`config.mk`:
```
export PLATFORM = sky130hd
export DESIGN_NAME = bus_src_pipe_flat
export DESIGN_NICKNAME = d
export VERILOG_FILES = /design/src/rtl/bus_src_pipe_pkg.sv /design/src/rtl/bus_src_pipe_if.sv /design/src/rtl/bus_src_pipe_imm_extract.sv /design/src/rtl/bus_src_pipe.sv /design/src/flat_wrapper.sv
export SDC_FILE = /design/constraint.sdc
export NUM_CORES = 1
export LEC_CHECK = 0
export CAP_MARGIN = 5
export CORE_MARGIN = 1.5
export CORE_UTILIZATION = 40
export CTS_BUF_LIST = sky130_fd_sc_hd__clkbuf_2 sky130_fd_sc_hd__clkbuf_4 sky130_fd_sc_hd__clkbuf_8
export DETAILED_ROUTE_END_ITERATION = 16
export GPL_ROUTABILITY_DRIVEN = 0
export PLACE_DENSITY = 0.95
export SYNTH_ARGS = -nofsm -noshare
export SYNTH_HDL_FRONTEND = slang
export SYNTH_SLANG_ARGS = --single-unit
```
`constraint.sdc`:
```
create_clock -name clk -period 4.4 [get_ports clk]
set_clock_uncertainty 0.05 [all_clocks]
set_input_delay 0.88 -clock clk [delete_from_list [all_inputs] [get_ports clk]]
set_output_delay 0.88 -clock clk [all_outputs]
set_load 0.005 [all_outputs]
```
`src/rtl/bus_src_pipe_pkg.sv`:
```
// bus_src_pkg: shared select offsets, immediate modes and select-limit helper for bus_src_pipe
package bus_src_pkg;

    localparam int SEL_G_OFS    = 0;
    localparam int SEL_IMM_OFS  = 1;
    localparam int SEL_IMMH_OFS = 2;
    localparam int SEL_SEXT_OFS = 3;

    typedef enum logic [1:0] {
        IMM_ZEXT = 2'd0,
        IMM_HIGH = 2'd1,
        IMM_SEXT = 2'd2
    } imm_mode_e;

    function automatic int sel_limit(input int num_regs);
        return num_regs + SEL_SEXT_OFS + 1;
    endfunction

endpackage

```
`src/rtl/bus_src_pipe_if.sv`:
```
// bus_src_pipe_if: request/response handshake bundle between bus source and consumers
interface bus_src_pipe_if #(
    parameter int DATA_W = 16,
    parameter int SEL_W  = 4
);
    logic              in_valid;
    logic              in_ready;
    logic [SEL_W-1:0]  sel;
    logic              out_valid;
    logic              out_ready;
    logic [DATA_W-1:0] out_data;
    logic [SEL_W-1:0]  out_sel;

    modport master (
        output in_valid, sel, out_ready,
        input  in_ready, out_valid, out_data, out_sel
    );

    modport slave (
        input  in_valid, sel, out_ready,
        output in_ready, out_valid, out_data, out_sel
    );
endinterface

```
`src/rtl/bus_src_pipe_imm_extract.sv`:
```
// imm_extract: forms zero-extended, load-high or sign-extended immediates from IR
module imm_extract
    import bus_src_pkg::*;
#(
    parameter int DATA_W = 16,
    parameter int IMM_W  = 9
) (
    input  logic [DATA_W-1:0] ir,
    input  imm_mode_e         mode,
    output logic [DATA_W-1:0] imm
);
    logic [DATA_W-1:0] zext;
    logic [DATA_W-1:0] high;
    logic [DATA_W-1:0] sext;
    logic              unused_ir;

    assign zext      = DATA_W'(ir[IMM_W-1:0]);
    assign high      = {ir[DATA_W/2-1:0], {(DATA_W/2){1'b0}}};
    assign sext      = DATA_W'($signed(ir[IMM_W-1:0]));
    assign imm       = mode == IMM_SEXT ? sext : mode == IMM_HIGH ? high : zext;
    assign unused_ir = ^ir;
endmodule

```
`src/rtl/bus_src_pipe.sv`:
```
// bus_src_pipe: pipelined bus-source mux with valid/ready handshake; BUS_SRC_ERR_EN adds sticky sel_err/err_clr
module bus_src_pipe
    import bus_src_pkg::*;
#(
    parameter int DATA_W   = 16,
    parameter int NUM_REGS = 8,
    parameter int IMM_W    = 9,
    parameter int SEL_W    = 4
) (
    input  logic                       clk,
    input  logic                       resetn,
    input  logic [NUM_REGS*DATA_W-1:0] regs,
    input  logic [DATA_W-1:0]          ir,
    input  logic [DATA_W-1:0]          greg,
    bus_src_pipe_if.slave              bus,
`ifdef BUS_SRC_ERR_EN
    input  logic                       err_clr,
    output logic                       sel_err,
`endif
    output logic [15:0]                xfer_cnt
);
    localparam logic [SEL_W-1:0] SEL_G    = SEL_W'(NUM_REGS + SEL_G_OFS);
    localparam logic [SEL_W-1:0] SEL_IMMH = SEL_W'(NUM_REGS + SEL_IMMH_OFS);
    localparam logic [SEL_W-1:0] SEL_SEXT = SEL_W'(NUM_REGS + SEL_SEXT_OFS);
    localparam logic [SEL_W:0]   SEL_LIM  = (SEL_W+1)'(sel_limit(NUM_REGS));
    localparam logic [SEL_W:0]   SEL_NREG = (SEL_W+1)'(NUM_REGS);

    logic              accept;
    logic              illegal;
    logic              is_reg;
    logic [DATA_W-1:0] reg_val;
    logic [DATA_W-1:0] imm_val;
    logic [DATA_W-1:0] sel_val;
    imm_mode_e         mode;

    assign bus.in_ready = !bus.out_valid || bus.out_ready;
    assign accept       = bus.in_valid && bus.in_ready;
    assign illegal      = {1'b0, bus.sel} >= SEL_LIM;
    assign is_reg       = {1'b0, bus.sel} < SEL_NREG;
    assign mode         = bus.sel == SEL_IMMH ? IMM_HIGH : bus.sel == SEL_SEXT ? IMM_SEXT : IMM_ZEXT;
    assign sel_val      = illegal ? '0 : is_reg ? reg_val : bus.sel == SEL_G ? greg : imm_val;

    // pick the addressed general register out of the packed register file
    always_comb begin
        reg_val = '0;
        for (int k = 0; k < NUM_REGS; k++)
            if (bus.sel == SEL_W'(k)) reg_val = regs[k*DATA_W +: DATA_W];
    end

    imm_extract #(
        .DATA_W(DATA_W),
        .IMM_W (IMM_W)
    ) u_imm (
        .ir  (ir),
        .mode(mode),
        .imm (imm_val)
    );

    // output stage: refill on accept, drain when the consumer takes an unreplaced transfer
    always_ff @(posedge clk or negedge resetn) begin
        if (!resetn) begin
            bus.out_valid <= 1'b0;
            bus.out_data  <= '0;
            bus.out_sel   <= '0;
            xfer_cnt      <= '0;
        end else if (accept) begin
            bus.out_valid <= 1'b1;
            bus.out_data  <= sel_val;
            bus.out_sel   <= bus.sel;
            xfer_cnt      <= xfer_cnt + 16'd1;
        end else if (bus.out_ready) begin
            bus.out_valid <= 1'b0;
        end
    end

`ifdef BUS_SRC_ERR_EN
    // sticky illegal-select flag; a new illegal select outranks a same-cycle clear
    always_ff @(posedge clk or negedge resetn) begin
        if (!resetn) sel_err <= 1'b0;
        else if (accept && illegal) sel_err <= 1'b1;
        else if (err_clr) sel_err <= 1'b0;
    end
`endif
endmodule

```
`src/flat_wrapper.sv`:
```
// flat-port wrapper written by rule: the top's interface ports become plain ports
module bus_src_pipe_flat import bus_src_pkg::*;
#(
    parameter int DATA_W   = 16,
    parameter int NUM_REGS = 8,
    parameter int IMM_W    = 9,
    parameter int SEL_W    = 4
)
  (clk, resetn, regs, ir, greg, xfer_cnt, bus_in_valid, bus_sel, bus_out_ready, bus_in_ready, bus_out_valid, bus_out_data, bus_out_sel);
  bus_src_pipe_if #(.DATA_W(DATA_W), .SEL_W(SEL_W)) bus_i ();
  input  logic clk;
  input  logic resetn;
  input  logic [NUM_REGS*DATA_W-1:0] regs;
  input  logic [DATA_W-1:0] ir;
  input  logic [DATA_W-1:0] greg;
  output logic [15:0] xfer_cnt;
  input wire logic [$bits(bus_i.in_valid)-1:0] bus_in_valid;
  input wire logic [$bits(bus_i.sel)-1:0] bus_sel;
  input wire logic [$bits(bus_i.out_ready)-1:0] bus_out_ready;
  output wire logic [$bits(bus_i.in_ready)-1:0] bus_in_ready;
  output wire logic [$bits(bus_i.out_valid)-1:0] bus_out_valid;
  output wire logic [$bits(bus_i.out_data)-1:0] bus_out_data;
  output wire logic [$bits(bus_i.out_sel)-1:0] bus_out_sel;
  assign bus_i.in_valid = bus_in_valid;
  assign bus_i.sel = bus_sel;
  assign bus_i.out_ready = bus_out_ready;
  assign bus_in_ready = bus_i.in_ready;
  assign bus_out_valid = bus_i.out_valid;
  assign bus_out_data = bus_i.out_data;
  assign bus_out_sel = bus_i.out_sel;
  bus_src_pipe #(.DATA_W(DATA_W), .NUM_REGS(NUM_REGS), .IMM_W(IMM_W), .SEL_W(SEL_W)) u_core (.clk(clk), .resetn(resetn), .regs(regs), .ir(ir), .greg(greg), .bus(bus_i), .xfer_cnt(xfer_cnt));
endmodule
```
==> results of run 1 <==
==> worst min-delay path by stage <==
stage / end / slack (ps) / cells past startpoint
finish: u_core.xfer_cnt[15]$_DFFE_PN0P_ / 430 / 1
global route: u_core.xfer_cnt[15]$_DFFE_PN0P_ / 450 / 1
CTS: u_core.xfer_cnt[15]$_DFFE_PN0P_ / 440 / 1
detailed placement: u_core.bus.out_sel[1]$_DFFE_PN0P_ / 430 / 2
global placement: u_core.xfer_cnt[15]$_DFFE_PN0P_ / 410 / 1
floorplan: u_core.xfer_cnt[15]$_DFFE_PN0P_ / 410 / 1
==> kinds of logic after synthesis <==
logic type	synth area share, %
AND/OR/NAND/NOR	14.33
AO/OA/AOI/OAI	27.83
buffers and inverters	6.075
flip-flops	30.38
XOR/XNOR	4.310
adder cells (fa/ha/maj)	0.4104
multiplexers	16.67
==> power by group <==
group          internal, mW  switching (mW)
registers             0.407          0.0665
logic                 0.346           0.200
clock network         0.116           0.119
total                 0.869           0.386
==> sequential cells by signal, indices dropped and copies added, names as in the netlist <==
name	flops
u_core.bus.out_sel	4
u_core.bus.out_valid	1
u_core.bus.out_data	16
u_core.xfer_cnt	16
==> per-stage QoR <==
step / hold slack, ps / setup WS, ps / instance area, um^2
after floorplan: 414.7 / 2160 / 3048
after global placement: 406.0 / 1280 / 5014
after detailed placement: 426.9 / 1261 / 5014
after CTS: 441.9 / 1263 / 5100
after global routing: 447.3 / 1187 / 5100
final: 432.3 / 1255 / 5100
==> Yosys cell counts (6+ instances only) <==
cell | instances | area (um^2)
dfrtp_1 | 37 | 925.9
nor2_1 | 21 | 78.83
mux2i_1 | 35 | 350.3
xnor2_1 | 9 | 78.83
a211oi_1 | 7 | 52.55
nor2b_1 | 9 | 56.30
nand3_1 | 8 | 40.04
a211o_1 | 7 | 61.31
nand2_1 | 13 | 48.80
o21ai_0 | 15 | 75.07
a221o_1 | 9 | 90.09
o21ai_1 | 10 | 50.05
nand2b_1 | 6 | 37.54
xor2_1 | 6 | 52.55
a22oi_1 | 15 | 112.6
buf_2 | 12 | 60.06
inv_1 | 6 | 22.52
o22ai_1 | 8 | 50.05
clkbuf_1 | 11 | 41.29
==> routing by layer <==
metal | global-route usage [%] | vias up | part of all wire (%)
met2 | 51.77 | 227 | 50
met1 | 33.99 | 1742 | 38
met4 | 11.90 | 0 | 3.4
li1 | - | 1654 | -
met5 | 0 | - | 0
met3 | 6.229 | 37 | 8.0
==> area by class of cell <==
cell class              instances  area [um^2]  share of cell area (%)
multi-input cells             259         1937                   37.98
well taps                      99        123.9                   2.429
inverters                      10        37.54                  0.7360
repair buffers                201         1989                   39.01
flip-flops and latches         37        925.9                   18.16
clock inverters                 2        10.01                  0.1963
clock buffers                   6        76.32                   1.497
==> worst max-delay path, cell delays in order <==
cell and delay, ps:
clkdlybuf4s50_1 400, nor2b_1 350, inv_2 110, clkdlybuf4s50_1 480
==> out/qor.yml, run 1 <==
route:
  first_pass_iters: 5
  postRouteWirelength_um: 11970
  viasPerCell: 5.961
  drc: 0
  vias: 3660
  first_iter_violations: 228
  final_antenna_net_count: 0
  avgRoutedWirePerCell_um: 19.49
timing:
  slew-limit-headroom_pct: 38.43
  fin_crit_ps: 3145
  finalSetupTns_ps: 0
  final-setup-viol-count: 0
  rsz0062_at_grt: "no"
  tightest_slew_ps: 921.3
  slew_viol_final: 0
  timing.final.crit_share_pct: 71.48
  max_freq_mhz: 318.0
  final_hold_viol_count: 0
clock_network:
  clk_pin_slew_ps: 70
  clkSinkCount: 37
  cts_buffer_depth: 2
  cts_resized: 0
  cts-buffers-inserted: 5
  clock_latency_ps: 280
  cts_setup_buffers: 0
  h-tree-depth: 2
  clockRootBuffer: "clkbuf_8"
  ctsHoldBuffers: 0
  cts_tree: "done"
synth:
  yosys_warnings: 0
  avgSynthCellArea_um2: 9.071
  ys_async_sr_fraction_pct: 100.0
  synth_area_um2: 3048
  ys_seq_area_share_pct: 30.38
  ys_types: 56
  ys_ff_latch: 37
  synth_fp_nets: 505
  syn_inst: 336
  synth-edff-count: 0
  synth_flop_cell: "dfrtp_1"
floorplan:
  start_util_pct: 41.58
  io_pins: 206
  die_w_um: 90.29
  die_area_um2: 8152
  fp-row-count: 31
  core_um2: 7331
  die_h_um: 90.29
power:
  cellLeakagePower_nw: 2.015
  p_per_area_nw_per_um2: 246.0
  ir_drop_mv: 0.1083
  total_power_mw: 1.255
worst_setup_path:
  required_ps: 3470
  critPathCapture: "bus_in_ready"
  crit_start: "bus_out_ready"
  arrival_ps: 2220
  crit_path_max_fanout: 5
  reg2reg_to: "u_core.bus.out_sel[0]$_DFFE_PN0P_"
  rrSetupSlack_ps: 2280
  cp-start-kind: "input pin"
  r2r-start: "u_core.bus.out_valid$_DFFE_PN0P_"
  endpoint_kind: "output pin"
  crit_type: "in -> out"
  rr_worst_depth: 4
final_layout:
  fin_util_pct: 69.57
  final_nets: 683
  syn2layout_area_growth_pct: 67.32
  fillerInstances: 542
  insertedDiodeCount: 0
  layout_common_cells: "clkdlybuf4s50_1 (195), dfrtp_1 (37), mux2i_1 (35)"
  final_cell_count_no_fill: 614
  layout_commonest_cell: "clkdlybuf4s50_1"
  drive_gt1_share_pct: 5.631
grt:
  grt_pass1_vias: 3693
  grt_max_degree: 43
  grt_util_all_layers_pct: 29.17
  grt_pass1_wl_um: 18690
  antenna_found_initial: 0
  grt_overflow: 0
placed_design:
  hpwl_um: 9391
  placed_cells: 606
  io_buffers: 198
status:
  status: "finished clean"
min_path:
  worstHoldStart: "u_core.xfer_cnt[15]$_DFFE_PN0P_"
  worstHoldPathType: "reg -> reg"
flow_run:
  max-cap-violations: 0
(Power assumes the default switching activity.)
==> run 2, diff against run 1 <==
Settings changed: CORE_UTILIZATION 40 to 33, PLACE_DENSITY 0.95 to 0.84.
Clock period 4.4 ns to 2.7 ns, I/O delays scaled along.
==> run 2 against run 1 <==
  * Total power rose by 75%
  * Worst hold slack got worse by 120 ps
  * Largest power group unchanged
  * Utilization fell by 10 points
==> out/qor.yml, run 2 (synthesized netlist as in run 1, its figures left out) <==
route:
  viasPerCell: 5.756
  final_antenna_net_count: 0
  avgRoutedWirePerCell_um: 19.80
  postRouteWirelength_um: 12550
  first_iter_violations: 152
  vias: 3649
  first_pass_iters: 5
  drc: 0
power:
  ir_drop_mv: 0.2113
  power.switching_uw: 661.1
  swShare_pct: 30.05
  cellLeakagePower_nw: 2.076
  pwr-share-seq_pct: 35.1
  power_frac_comb_pct: 41.4
  clockPowerShare_pct: 23.5
  p_per_area_nw_per_um2: 420.9
  p_int_mw: 1.539
  total_power_mw: 2.200
final_layout:
  multi_input_area_um2: 1937
  insertedDiodeCount: 0
  layout_commonest_cell: "clkdlybuf4s50_1"
  fillerInstances: 778
  drive_gt1_share_pct: 7.605
  layout_common_cells: "clkdlybuf4s50_1 (195), dfrtp_1 (37), mux2i_1 (35)"
  reg_top3: "u_core.bus.out_data (16), u_core.xfer_cnt (16), u_core.bus.out_sel (4)"
  final-seq-area_um2: 925.9
  final_nets: 694
  syn2layout_area_growth_pct: 71.51
grt:
  grt_pass1_wl_um: 18860
  grt_util_all_layers_pct: 24.70
  grt_pass1_vias: 3708
  grt_max_degree: 38
  grt_overflow: 0
  antenna_found_initial: 0
timing:
  rsz0062_at_grt: "no"
  finalSetupTns_ps: 0
  timing.final.crit_share_pct: 90.79
  max_freq_mhz: 407.9
  tightest_slew_ps: 878.0
  final-setup-viol-count: 0
  fin_crit_ps: 2451
  final_hold_viol_count: 0
  slew_viol_final: 0
  slew-limit-headroom_pct: 41.47
clock_network:
  cts_resized: 0
  clk_pin_slew_ps: 80
  cts_buffer_depth: 2
  cts_tree: "done"
  cts-buffers-inserted: 5
  clkSinkCount: 37
  clock_latency_ps: 290
  cts_setup_buffers: 0
  h-tree-depth: 2
  ctsHoldBuffers: 0
  clockRootBuffer: "clkbuf_8"
placed_design:
  hpwl_um: 9892
  io_buffers: 198
worst_setup_path:
  crit_path_max_fanout: 5
  cp-start-kind: "input pin"
  cpMostUsedCell: "clkdlybuf4s50_1"
  required_ps: 2110
  arrival_ps: 1860
  crit_start: "bus_out_ready"
  crit_type: "in -> out"
  slowest_stage: "clkdlybuf4s50_1"
  endpoint_kind: "output pin"
  crit_chain: "clkdlybuf4s50_1, nor2b_1, inv_2, clkdlybuf4s50_1"
  r2r-start: "u_core.bus.out_valid$_DFFE_PN0P_"
  crit_path_max_incr_delay_ps: 460
floorplan:
  io_pins: 206
  die_area_um2: 9822
  die_h_um: 99.11
  fp-row-count: 34
  start_util_pct: 34.45
  core_um2: 8848
  die_w_um: 99.11
flow_run:
  max-cap-violations: 0
min_path:
  worstHoldPathType: "in -> async"
status:
  status: "finished clean"
## run 2: cell types whose count changed in the layout (fill, tap and decap cells not counted)
cell	change
clkbuf_4	-1
clkinvlp_4	+1
buf_4	+11
bufinv_16	+1
clkinv_2	-2
clkbuf_8	+1
## run 2: through the flow
step           util (%)  hold slack (ps)  cells  instance area (um^2)  setup slack (ps)
2_1_floorplan         -            194.4    336                  3048             800.3
3_5_place_dp      57.72            423.5    626                  5107             164.5
3_3_place_gp      57.72            407.4    626                  5107             195.5
6_report          59.08            309.0    634                  5228             248.7
4_1_cts           59.08            344.5    634                  5228             266.9
5_1_grt           59.08            365.8    634                  5228             221.1
## run 2: routing by layer
metal,GRT usage [%],routed length [um]
met3,4.216,913
met5,0,0
met4,7.259,264
met2,44.77,6336
met1,30.12,5040
## run 2: layout make-up
class,instances,share of cell area (%)
Inverter,10,0.7180
Sequential cell,37,17.71
Multi-Input combinational cell,259,37.05
Tap cell,108,2.585
Timing Repair Buffer,212,39.64
Clock inverter,2,0.7180
Clock buffer,6,1.580
## run 2: worst max-delay path, delay by kind of cell
kind	cells	cell delay, ps
simple gates	1	340
buf+inv	3	980
## run 2: path summary, 6_finish.rpt
kind / to / slack (ps) / cells after the start
worst min register to register: u_core.bus.out_sel[1]$_DFFE_PN0P_ / 440 / 2
max in group asynchronous: u_core.xfer_cnt[6]$_DFFE_PN0P_ / 1730 / 1
worst max-delay path: bus_in_ready / 250 / 4
worst min-delay path: u_core.xfer_cnt[13]$_DFFE_PN0P_ / 310 / 1
worst max register to register: u_core.bus.out_data[6]$_DFFE_PN0P_ / 890 / 4
min in group clk: u_core.bus.out_sel[1]$_DFFE_PN0P_ / 440 / 2
## run 2: power by group through the flow
stage	logic, mW	clock network, mW	registers, mW
final	0.911	0.517	0.772
after global placement	0.890	0	0.771
after CTS	0.914	0.521	0.772
after detailed placement	0.910	0	0.782
after floorplan	0.334	0	0.773
after global routing	0.972	0.546	0.791
==> run 3, diff against run 2 <==
Settings changed: CAP_MARGIN 5 to 20.
==> results of run 3 <==
The final DEF is identical to that of run 2; final timing and power are the same.
